--- src/rtl/terminal_fifo.sv ---
// -----------------------------------------------------------------------------
// terminal_fifo
//
// Dual byte FIFO between the USB-CDC terminal core and the j1 IO bus, both in
// the 12 MHz application clock domain.
//   RX side: host-to-target bytes from the CDC out-stream, popped by CPU reads.
//   TX side: CPU-written bytes, drained by the CDC in-stream.
// Both FIFOs are first-word-fall-through. Full and empty come from the level
// counters only. Sticky error flags report CPU reads of an empty RX FIFO and
// CPU writes to a full TX FIFO.
//
// Ports:
//   clk, reset                   application clock, async active-high reset
//   usb_out_data/valid/ready     CDC out-stream into the RX FIFO
//   usb_in_data/valid/ready      TX FIFO head towards the CDC in-stream
//   cpu_rd, cpu_rx_data/valid    CPU pop strobe and RX head
//   cpu_wr, cpu_tx_data/ready    CPU push strobe and TX space indication
//   rx_level, tx_level           occupancy 0..DEPTH
//   err_clr                      clears both sticky flags (set wins)
//   rx_underrun, tx_overrun      sticky error flags
// -----------------------------------------------------------------------------
module terminal_fifo #(
    parameter int DEPTH_LOG2 = 4
) (
    input  logic                  clk,
    input  logic                  reset,
    input  logic [7:0]            usb_out_data,
    input  logic                  usb_out_valid,
    output logic                  usb_out_ready,
    output logic [7:0]            usb_in_data,
    output logic                  usb_in_valid,
    input  logic                  usb_in_ready,
    input  logic                  cpu_rd,
    output logic [7:0]            cpu_rx_data,
    output logic                  cpu_rx_valid,
    input  logic                  cpu_wr,
    input  logic [7:0]            cpu_tx_data,
    output logic                  cpu_tx_ready,
    output logic [DEPTH_LOG2:0]   rx_level,
    output logic [DEPTH_LOG2:0]   tx_level,
    input  logic                  err_clr,
    output logic                  rx_underrun,
    output logic                  tx_overrun
);

    localparam int DEPTH = 1 << DEPTH_LOG2;
    localparam int LW    = DEPTH_LOG2 + 1;

    localparam logic [LW-1:0]         LVL_FULL = LW'(DEPTH);
    localparam logic [LW-1:0]         LVL_ZERO = LW'(0);
    localparam logic [LW-1:0]         LVL_ONE  = LW'(1);
    localparam logic [DEPTH_LOG2-1:0] PTR_ONE  = DEPTH_LOG2'(1);

    // Storage (contents are deliberately not reset)
    logic [7:0]            rx_mem_r [DEPTH];
    logic [7:0]            tx_mem_r [DEPTH];

    logic [DEPTH_LOG2-1:0] rx_wr_ptr_r;
    logic [DEPTH_LOG2-1:0] rx_rd_ptr_r;
    logic [LW-1:0]         rx_level_r;
    logic [DEPTH_LOG2-1:0] tx_wr_ptr_r;
    logic [DEPTH_LOG2-1:0] tx_rd_ptr_r;
    logic [LW-1:0]         tx_level_r;
    logic                  rx_underrun_r;
    logic                  tx_overrun_r;

    logic rx_full_s;
    logic rx_empty_s;
    logic tx_full_s;
    logic tx_empty_s;
    logic rx_push_s;
    logic rx_pop_s;
    logic tx_push_s;
    logic tx_pop_s;
    logic rx_underrun_set_s;
    logic tx_overrun_set_s;

    // Status decode from registered levels only, so ready/valid never depend
    // combinationally on the partner's valid/ready.
    assign rx_full_s  = (rx_level_r == LVL_FULL);
    assign rx_empty_s = (rx_level_r == LVL_ZERO);
    assign tx_full_s  = (tx_level_r == LVL_FULL);
    assign tx_empty_s = (tx_level_r == LVL_ZERO);

    assign usb_out_ready = ~rx_full_s;
    assign cpu_rx_valid  = ~rx_empty_s;
    assign cpu_tx_ready  = ~tx_full_s;
    assign usb_in_valid  = ~tx_empty_s;

    assign rx_push_s = usb_out_valid & usb_out_ready;
    assign rx_pop_s  = cpu_rd & cpu_rx_valid;
    assign tx_push_s = cpu_wr & cpu_tx_ready;
    assign tx_pop_s  = usb_in_valid & usb_in_ready;

    assign rx_underrun_set_s = cpu_rd & rx_empty_s;
    assign tx_overrun_set_s  = cpu_wr & tx_full_s;

    // Fall-through heads; the array may hold stale bytes, so gate on empty.
    assign cpu_rx_data = rx_empty_s ? 8'h00 : rx_mem_r[rx_rd_ptr_r];
    assign usb_in_data = tx_empty_s ? 8'h00 : tx_mem_r[tx_rd_ptr_r];

    assign rx_level    = rx_level_r;
    assign tx_level    = tx_level_r;
    assign rx_underrun = rx_underrun_r;
    assign tx_overrun  = tx_overrun_r;

    // RX array write
    always_ff @(posedge clk) begin
        if (rx_push_s) begin
            rx_mem_r[rx_wr_ptr_r] <= usb_out_data;
        end
    end

    // TX array write
    always_ff @(posedge clk) begin
        if (tx_push_s) begin
            tx_mem_r[tx_wr_ptr_r] <= cpu_tx_data;
        end
    end

    // RX pointers and level counter
    always_ff @(posedge clk or posedge reset) begin
        if (reset) begin
            rx_wr_ptr_r <= '0;
            rx_rd_ptr_r <= '0;
            rx_level_r  <= '0;
        end else begin
            if (rx_push_s) begin
                rx_wr_ptr_r <= rx_wr_ptr_r + PTR_ONE;
            end else begin
                rx_wr_ptr_r <= rx_wr_ptr_r;
            end
            if (rx_pop_s) begin
                rx_rd_ptr_r <= rx_rd_ptr_r + PTR_ONE;
            end else begin
                rx_rd_ptr_r <= rx_rd_ptr_r;
            end
            case ({rx_push_s, rx_pop_s})
                2'b10:   rx_level_r <= rx_level_r + LVL_ONE;
                2'b01:   rx_level_r <= rx_level_r - LVL_ONE;
                default: rx_level_r <= rx_level_r;
            endcase
        end
    end

    // TX pointers and level counter
    always_ff @(posedge clk or posedge reset) begin
        if (reset) begin
            tx_wr_ptr_r <= '0;
            tx_rd_ptr_r <= '0;
            tx_level_r  <= '0;
        end else begin
            if (tx_push_s) begin
                tx_wr_ptr_r <= tx_wr_ptr_r + PTR_ONE;
            end else begin
                tx_wr_ptr_r <= tx_wr_ptr_r;
            end
            if (tx_pop_s) begin
                tx_rd_ptr_r <= tx_rd_ptr_r + PTR_ONE;
            end else begin
                tx_rd_ptr_r <= tx_rd_ptr_r;
            end
            case ({tx_push_s, tx_pop_s})
                2'b10:   tx_level_r <= tx_level_r + LVL_ONE;
                2'b01:   tx_level_r <= tx_level_r - LVL_ONE;
                default: tx_level_r <= tx_level_r;
            endcase
        end
    end

    // Sticky error flags; a set in the same cycle as err_clr wins.
    always_ff @(posedge clk or posedge reset) begin
        if (reset) begin
            rx_underrun_r <= 1'b0;
            tx_overrun_r  <= 1'b0;
        end else begin
            if (rx_underrun_set_s) begin
                rx_underrun_r <= 1'b1;
            end else if (err_clr) begin
                rx_underrun_r <= 1'b0;
            end else begin
                rx_underrun_r <= rx_underrun_r;
            end
            if (tx_overrun_set_s) begin
                tx_overrun_r <= 1'b1;
            end else if (err_clr) begin
                tx_overrun_r <= 1'b0;
            end else begin
                tx_overrun_r <= tx_overrun_r;
            end
        end
    end

endmodule

--- config.mk ---
export PLATFORM = sky130hd
export DESIGN_NAME = terminal_fifo
export DESIGN_NICKNAME = d
export VERILOG_FILES = /design/src/rtl/terminal_fifo.sv
export SDC_FILE = /design/constraint.sdc
export NUM_CORES = 1
export LEC_CHECK = 0
export ABC_AREA = 0
export CORE_MARGIN = 2
export CORE_UTILIZATION = 40
export CTS_CLUSTER_SIZE = 8
export DETAILED_ROUTE_END_ITERATION = 8
export SLEW_MARGIN = 5
export SYNTH_ARGS = -nofsm -noshare
export SYNTH_HDL_FRONTEND = slang
export SYNTH_SLANG_ARGS = --single-unit
--- constraint.sdc ---
create_clock -name clk -period 2.5 [get_ports clk]
set_input_delay 0.5 -clock clk [delete_from_list [all_inputs] [get_ports clk]]
set_output_delay 0.5 -clock clk [all_outputs]
set_load 0.1 [all_outputs]
# After elaboration in Yosys (flattened, before gate mapping)
# Memories as Yosys holds them, arrays and structs flattened.
# Index checks and enable logic that the tools add are counted.
[classes]
n_addsub = 8
mul = 0
div = 0
magnitude_cmp = 0
n_eq_ne = 6
shifts = 0
muxes = 11
n_bitwise = 10
n_reduce_logical = 6
[ops]
columns = ["operator", "n"]
rows = [
  ["$pmux W5 S2", 2],
  ["$add A4 B1 Y4 const B", 4],
  ["$mux W8", 2],
  ["$add A5 B1 Y5 const B", 2],
  ["$eq A5 B5 Y1 const B", 2],
  ["$logic_not A5 Y1", 2],
  ["$sub A5 B1 Y5 const B", 2],
  ["$reduce_bool A2 Y1", 4],
  ["$mux W1", 7],
  ["$and A1 B1 Y1", 6],
  ["$eq A2 B1 Y1 const B", 2],
  ["$eq A2 B2 Y1 const B", 2],
  ["$not A1 Y1", 4],
]
[totals]
regBits = 28
latch_bits = 0
ramBits = 256
rom_bits = 0
in_bits = 23
output_inout_bits = 32
wordCells = 51
memories = 2
[mem_list]
columns = ["name", "depth", "word_bits", "read_ports", "rd_ports_with_merged_regs", "write_ports", "line", "source"]
rows = [
  ["rx_mem_r", 16, 8, 1, 0, 1, "55", "logic [7:0] rx_mem_r [DEPTH];"],
  ["tx_mem_r", 16, 8, 1, 0, 1, "56", "logic [7:0] tx_mem_r [DEPTH];"],
]

# Longest topological paths before layout
# Gate-level depths: netlist of run 1.
[depth]
depth_word = 5
depth_mapped = 12

# Worst setup path before layout of run 1
# Ideal clock, no wire load.
[synth_path]
kind = "flip-flop to output port"
start = "register rx_level_r[1], in the netlist rx_level[1]"
end = "output port cpu_rx_data[6]"
arrival_ns = 3.921
required_time_ns = 2.000
setup_slack_ns = -1.921
stages_incl_launch_ff = 6
path_buffers = 1
path_cell_list = "dfrtp_1 buf_2 nor4_4 nand2_1 nand2_1 o22ai_1"
[synth_via]
elab_chain_cells = 2
[synth_lines]
columns = ["element", "line", "source"]
rows = [
  ["start: declaration", "60", "logic [LW-1:0] rx_level_r;"],
  ["start signal: assignment", "139", "2'b10: rx_level_r <= rx_level_r + LVL_ONE;"],
  ["start signal: assignment", "140", "2'b01: rx_level_r <= rx_level_r - LVL_ONE;"],
  ["start signal: assignment", "141", "default: rx_level_r <= rx_level_r;"],
  ["$logic_not A5 Y1", "81", "assign rx_empty_s = (rx_level_r == LVL_ZERO);"],
  ["$mux W8", "99", "assign cpu_rx_data = rx_empty_s ? 8'h00 : rx_mem_r[rx_rd_ptr_r];"],
  ["end: declaration", "34", "output logic [7:0] cpu_rx_data,"],
]
# Every way passes these cells.

# Final worst setup path of run 1
[layout_path]
start = "register tx_rd_ptr_r[1]"
end = "output port usb_in_data[4]"
[layout_via]
elab_chain_cells = 2
[layout_lines]
columns = ["element", "line", "source"]
rows = [
  ["start: declaration", "62", "logic [DEPTH_LOG2-1:0] tx_rd_ptr_r;"],
  ["start signal: assignment", "159", "tx_rd_ptr_r <= tx_rd_ptr_r + PTR_ONE;"],
  ["start signal: assignment", "161", "tx_rd_ptr_r <= tx_rd_ptr_r;"],
  ["$mem_v2 Z16 W8", "-", ""],
  ["$mux W8", "100", "assign usb_in_data = tx_empty_s ? 8'h00 : tx_mem_r[tx_rd_ptr_r];"],
  ["end: declaration", "30", "output logic [7:0] usb_in_data,"],
]
# Every way passes these cells.

==> flow_metrics.py, run 1 <==
metrics = {
    "worst_setup_path": {
        "critPathMaxFanout": 9,
        "required_ps": 2000,
        "start_kind": "register",
        "crit_arrival_ps": 2260,
        "cp-end-kind": "output port",
        "critPathKind": "register to output port",
    },
    "clock_tree": {
        "clk_path_buf_depth": 3,
        "tritoncts": "yes",
        "ctsHoldBuffers": 0,
        "htree_levels": 2,
        "cts_num_sinks": 284,
        "cts.clk_slew.worst_paths_ps": 50,
        "clockRootBuffer": "clkbuf_16",
        "clock_latency_ps": 510,
        "cts-buffers-inserted": 41,
    },
    "finish": {
        "final_util": 0.5268,
        "area_delta_synth_final_pct": 30.54,
        "diodes": 0,
        "stdcell_count": 1129,
        "nFillCells": 2280,
        "final_nets": 768,
        "layout-drive-gt1-share": 0.3919,
    },
    "sta": {
        "hold_viol_final": 0,
        "final-max-slew-violation-count": 0,
        "fin_ws_ps": -255.5,
        "final-setup-viol-count": 16,
        "max_freq_mhz": 362.9,
        "fin_crit_sh": 1.102,
        "timing.slew.headroom": 0.5650,
        "rsz0062_at_grt": "yes",
        "clock_skew_ps": 18.12,
        "worst_pin_slew_ps": 652.6,
        "tns_ps": -3563,
        "fin_crit_ps": 2756,
    },
    "global_routing": {
        "grt_pass1_wl_um": 36720,
        "grt_usage": 0.1588,
        "overflow": 0,
        "grt_pass1_vias": 6317,
        "grt_max_degree": 35,
        "antenna_found_initial": 0,
    },
    "floorplanning": {
        "die_w_um": 173.7,
        "start_util": 0.4035,
        "core_um2": 28550,
        "chipHeight_um": 173.7,
        "rows": 62,
        "ioPinCount": 55,
        "die_area_um2": 30170,
    },
    "routing": {
        "antenna_left": 0,
        "wirelength_um": 23760,
        "drcViolationCount": 0,
        "first_iter_violations": 385,
        "via_per_inst": 5.254,
        "wire_per_inst_um": 21.05,
        "vias": 5932,
        "first_pass_iters": 6,
    },
    "placed_design": {
        "routabilityCongestion": 0.7383,
        "dp_cells": 1053,
        "dp_hpwl_um": 14390,
        "port_buffers": 54,
    },
    "run": {
        "maxCapViolCount": 0,
    },
    "yosys": {
        "postSynthCellCount": 593,
        "synth_top_cells_by_area": "edfxtp_1 67%, mux4_2 13%, dfrtp_1 6.1%, mux2i_1 2.8%, ha_1 1.8%",
        "yosys.cell_types.count": 39,
        "synth_top_area_share": 0.6673,
        "ys_seq_elements": 284,
        "synth_area_leader_cell": "edfxtp_1",
        "synth-edff-count": 256,
        "avgSynthCellArea_um2": 19.43,
        "synth_area_um2": 11520,
        "ys.flop_type": "edfxtp_1",
        "synth_seq_area_share": 0.7281,
        "synth_nets": 633,
        "async_reset_ff_frac": 0.09859,
        "yosysWarnings": 0,
    },
    "min_path": {
        "hold_class": "primary input to async pin",
    },
    "outcome": {
        "status": "complete, but fails checks",
        "violations": "setup timing",
    },
}
kinds of logic (layout without fill, tap and decap cells):
group | count (synthesis) | in the layout | share of synthesized area
multiplexers | 100 | 100 | 0.1568
XOR/XNOR | 23 | 23 | 0.01749
AND/OR/NAND/NOR | 80 | 80 | 0.03563
flip-flops | 284 | 284 | 0.7281
AO/OA/AOI/OAI | 44 | 44 | 0.02487
adder cells (fa/ha/maj) | 17 | 17 | 0.01846
buffers and inverters | 45 | 197 | 0.01857
routing by layer:
layer	global-route usage	share of wire
met1	0.2132	0.43
met2	0.2620	0.50
met3	0.02982	0.045
met4	0.05532	0.028
met5	0	0
metrics by stage:
stage | worst slack (ps) | hold WS, ps | area, µm²
2_1_floorplan | -233.2 | 509.4 | 11850
3_3_place_gp | 59.36 | 478.7 | 13310
3_5_place_dp | -53.36 | 498.7 | 13310
4_1_cts | -328.1 | 377.6 | 14830
5_1_grt | -350.3 | 418.3 | 15040
6_report | -255.5 | 373.6 | 15040
registers in the layout (all words and copies together), names as in the netlist, 4 cells and up:
register     flops
tx_rd_ptr_r      4
rx_wr_ptr_r      4
tx_wr_ptr_r      4
rx_mem_r       128
tx_mem_r       128
rx_level         5
rx_rd_ptr_r      4
tx_level         5
final timing paths:
path / start / to / slack (ps) / depth (start not counted)
setup / recovery: tx_rd_ptr_r[1]$_DFFE_PP0P_ / usb_in_data[4] / -260 / 5
hold / removal: reset / tx_wr_ptr_r[3]$_DFFE_PP0P_ / 370 / 3
setup reg to reg: tx_level[0]$_DFFE_PP0P_ / tx_level[4]$_DFFE_PP0P_ / 100 / 11
hold reg to reg: rx_rd_ptr_r[3]$_DFFE_PP0P_ / rx_rd_ptr_r[3]$_DFFE_PP0P_ / 500 / 1
max in group asynchronous: reset / rx_level[2]$_DFFE_PP0P_ / 1810 / 3
min in group clk: rx_rd_ptr_r[3]$_DFFE_PP0P_ / rx_rd_ptr_r[3]$_DFFE_PP0P_ / 500 / 1
final cells by class:
class                           count  area, µm²  share of cell area
Sequential cell                   284       8413              0.5594
Multi-Input combinational cell    264       3583              0.2383
Timing Repair Buffer              125       1399             0.09302
Clock buffer                       58       1100             0.07313
Tap cell                          384      480.5             0.03195
Inverter                           12      45.04            0.002995
Clock inverter                      2      17.52            0.001165
cell usage after synthesis, drive strengths merged (3+ instances only):
master,n
nor2b,3
a21oi,5
mux4,64
buf,27
ha,17
mux2i,32
clkbuf,6
inv,12
mux2,4
nand2,21
nand2b,7
dfrtp,28
o22ai,17
xnor2,14
xor2,9
nand4,4
a21boi,4
nor3,8
o21ai,9
nor2,27
edfxtp,256
placed cells by master, fill, tap and decap left out, types with 5 or more instances in the layout:
master	n
a21oi_1	5
buf_12	29
buf_4	71
clkbuf_1	16
clkbuf_16	43
clkdlybuf4s50_1	22
dfrtp_1	16
dfrtp_2	8
edfxtp_1	256
ha_1	13
inv_1	11
mux2i_4	31
mux4_2	64
nand2_1	16
nand2b_1	7
nor2_1	27
nor3_1	8
o21ai_0	9
o22ai_4	16
xnor2_1	14
xor2_1	9
what timing repair did:
action,4_1_cts,5_1_grt
pin swaps,3,12
resized for setup,58,15
endpoints found under the setup margin,16,20
buffers inserted,4,10
cloned,1,2
worst max-delay path, stage by stage (launching register included):
cell	delay, ps
dfrtp_2	500
buf_12	190
mux4_2	570
mux2i_4	200
o22ai_4	100
buf_12	180
Power of run 1 is left out: the tool's default activity adds up to more than one toggle a clock period on the data nets, which glitch-free logic cannot reach.
==> run 2, diff against run 1 <==
- ABC_AREA: 0 -> unset
==> results of run 2 <==
Same layout as run 1: the final DEF is identical, and so are final timing and power.
Power of run 2 is left out for the same reason.
==> run 3, diff against run 2 <==
- CORE_UTILIZATION: 40 -> 54
- PLACE_DENSITY: unset -> 0.75
- SETUP_SLACK_MARGIN: unset -> 0.3
==> flow_metrics.py, run 3 (same netlist as run 1, synthesis figures left out) <==
metrics = {
    "outcome": {
        "status": "complete, but fails checks",
        "violations": "setup timing",
    },
    "run": {
        "maxCapViolCount": 0,
    },
    "floorplanning": {
        "core_um2": 20960,
        "die_area_um2": 22520,
        "chipHeight_um": 150.1,
        "ioPinCount": 55,
        "rows": 53,
        "die_w_um": 150.1,
        "start_util": 0.5497,
    },
    "sta": {
        "rsz0062_at_grt": "yes",
        "fin_crit_sh": 1.122,
        "worst_pin_slew_ps": 628.5,
        "final-max-slew-violation-count": 0,
        "hold_viol_final": 0,
        "max_freq_mhz": 356.6,
        "final-setup-viol-count": 16,
        "fin_crit_ps": 2804,
        "fin_ws_ps": -304.2,
        "timing.slew.headroom": 0.5797,
        "clock_skew_ps": 19.73,
    },
    "worst_setup_path": {
        "critPathTopFamily": "multiplexers",
        "cpMostUsedCell": "buf_12",
        "start_kind": "register",
        "critPathMaxFanout": 16,
        "cp-end-kind": "output port",
        "required_ps": 2000,
        "cp_slowest_cell": "mux4_2",
        "crit_path_max_incr_delay_ps": 590,
        "cp_num_buf_inv": 2,
        "crit_arrival_ps": 2300,
        "cp_cell_sequence": "buf_12 -> mux4_2 -> mux2i_4 -> o22ai_4 -> buf_12",
        "critPathKind": "register to output port",
    },
    "routing": {
        "via_per_inst": 5.990,
        "wire_per_inst_um": 24.85,
        "drcViolationCount": 0,
        "first_pass_iters": 4,
        "wirelength_um": 25370,
        "vias": 6116,
        "first_iter_violations": 512,
        "antenna_left": 0,
    },
    "finish": {
        "area_delta_synth_final_pct": 31.45,
        "final_util": 0.7227,
        "final_nets": 778,
        "layout_common_cells": "256 x edfxtp_1, 74 x buf_4, 64 x mux4_2",
        "final_common_cell": "edfxtp_1",
        "diodes": 0,
        "reg_top3": "rx_mem_r x128, tx_mem_r x128",
        "layout-drive-gt1-share": 0.4531,
    },
    "placed_design": {
        "port_buffers": 54,
        "dp_hpwl_um": 14450,
        "routabilityCongestion": 0.7551,
    },
    "clock_tree": {
        "clk_path_buf_depth": 3,
        "cts.clk_slew.worst_paths_ps": 50,
        "htree_levels": 2,
        "ctsHoldBuffers": 0,
        "tritoncts": "yes",
        "cts_num_sinks": 284,
        "clockRootBuffer": "clkbuf_16",
        "cts-buffers-inserted": 41,
        "clock_latency_ps": 530,
    },
    "global_routing": {
        "overflow": 0,
        "grt_max_degree": 36,
        "grt_pass1_vias": 6641,
        "grt_pass1_wl_um": 38090,
        "antenna_found_initial": 0,
        "grt_usage": 0.2306,
    },
    "min_path": {
        "hold_class": "primary input to async pin",
    },
}
-- run 3: changes by cell type in the layout (fill, tap and decap cells not counted), sizes merged --
cell | previous run | this run
clkbuf | 60 | 49
buf | 101 | 111
clkinv | 0 | 2
bufinv | 0 | 1
inv | 14 | 13
-- run 3: per-layer routing --
layer,GRT usage,vias up,share of wire
met5,0,-,0
met4,0.09057,0,0.030
met3,0.04055,60,0.051
met2,0.4050,216,0.54
met1,0.2863,3185,0.38
li1,-,2655,-
-- run 3: worst paths after layout --
check | slack (ps) | depth (start not counted) | start | endpoint
worst min register to register | 540 | 2 | tx_overrun$_DFFE_PP0P_ | tx_overrun$_DFFE_PP0P_
worst max-delay path | -300 | 5 | rx_rd_ptr_r[0]$_DFFE_PP0P_ | cpu_rx_data[3]
min in group clk | 540 | 2 | tx_overrun$_DFFE_PP0P_ | tx_overrun$_DFFE_PP0P_
worst max register to register | 80 | 11 | tx_level[1]$_DFFE_PP0P_ | tx_level[4]$_DFFE_PP0P_
worst min-delay path | 390 | 3 | reset | tx_overrun$_DFFE_PP0P_
max in group asynchronous | 1780 | 3 | reset | tx_level[1]$_DFFE_PP0P_
-- run 3: area by class of cell --
class / instances / area, µm²
Clock inverter: 4 / 96.34
Multi-Input combinational cell: 264 / 3709
Tap cell: 275 / 344.1
Sequential cell: 284 / 8413
Fill cell: 1196 / 5812
Timing Repair Buffer: 135 / 1488
Clock buffer: 47 / 1049
Inverter: 12 / 45.04
-- run 3: worst reg2reg max path, cell delays in order, from the launching register on --
cell and delay (ps):
dfrtp_4 490, nor4_4 390, buf_6 190, a21boi_4 60, inv_2 80, ha_4 150, xor2_1 150, ha_2 230
and3b_1 170, o21ai_1 70, a31oi_1 220, xnor2_1 140
-- run 3: through the flow --
| stage | setup WS, ps | TNS (ps) | hold WS [ps] | cell area, µm² | instances |
|---|---|---|---|---|---|
| after CTS | -255.6 | -3657 | 378.6 | 14850 | 1008 |
| after global placement | 58.73 | 0 | 517.8 | 13250 | 943 |
| after detailed placement | -91.06 | -111.4 | 534.0 | 13250 | 943 |
| after global routing | -341.8 | -4707 | 423.4 | 15140 | 1021 |
| final | -304.2 | -3497 | 392.8 | 15140 | 1021 |
| after floorplan | -233.2 | -2928 | 509.4 | 11940 | 593 |
-- run 3: what timing repair did --
action,in CTS,in global routing
endpoints found under the setup margin,28,27
endpoints found under the hold margin,0,0
gates resized for setup,65,33
cloned,0,2
buffers inserted,14,11
pin swaps,12,11
Power of run 3 is left out for the same reason.
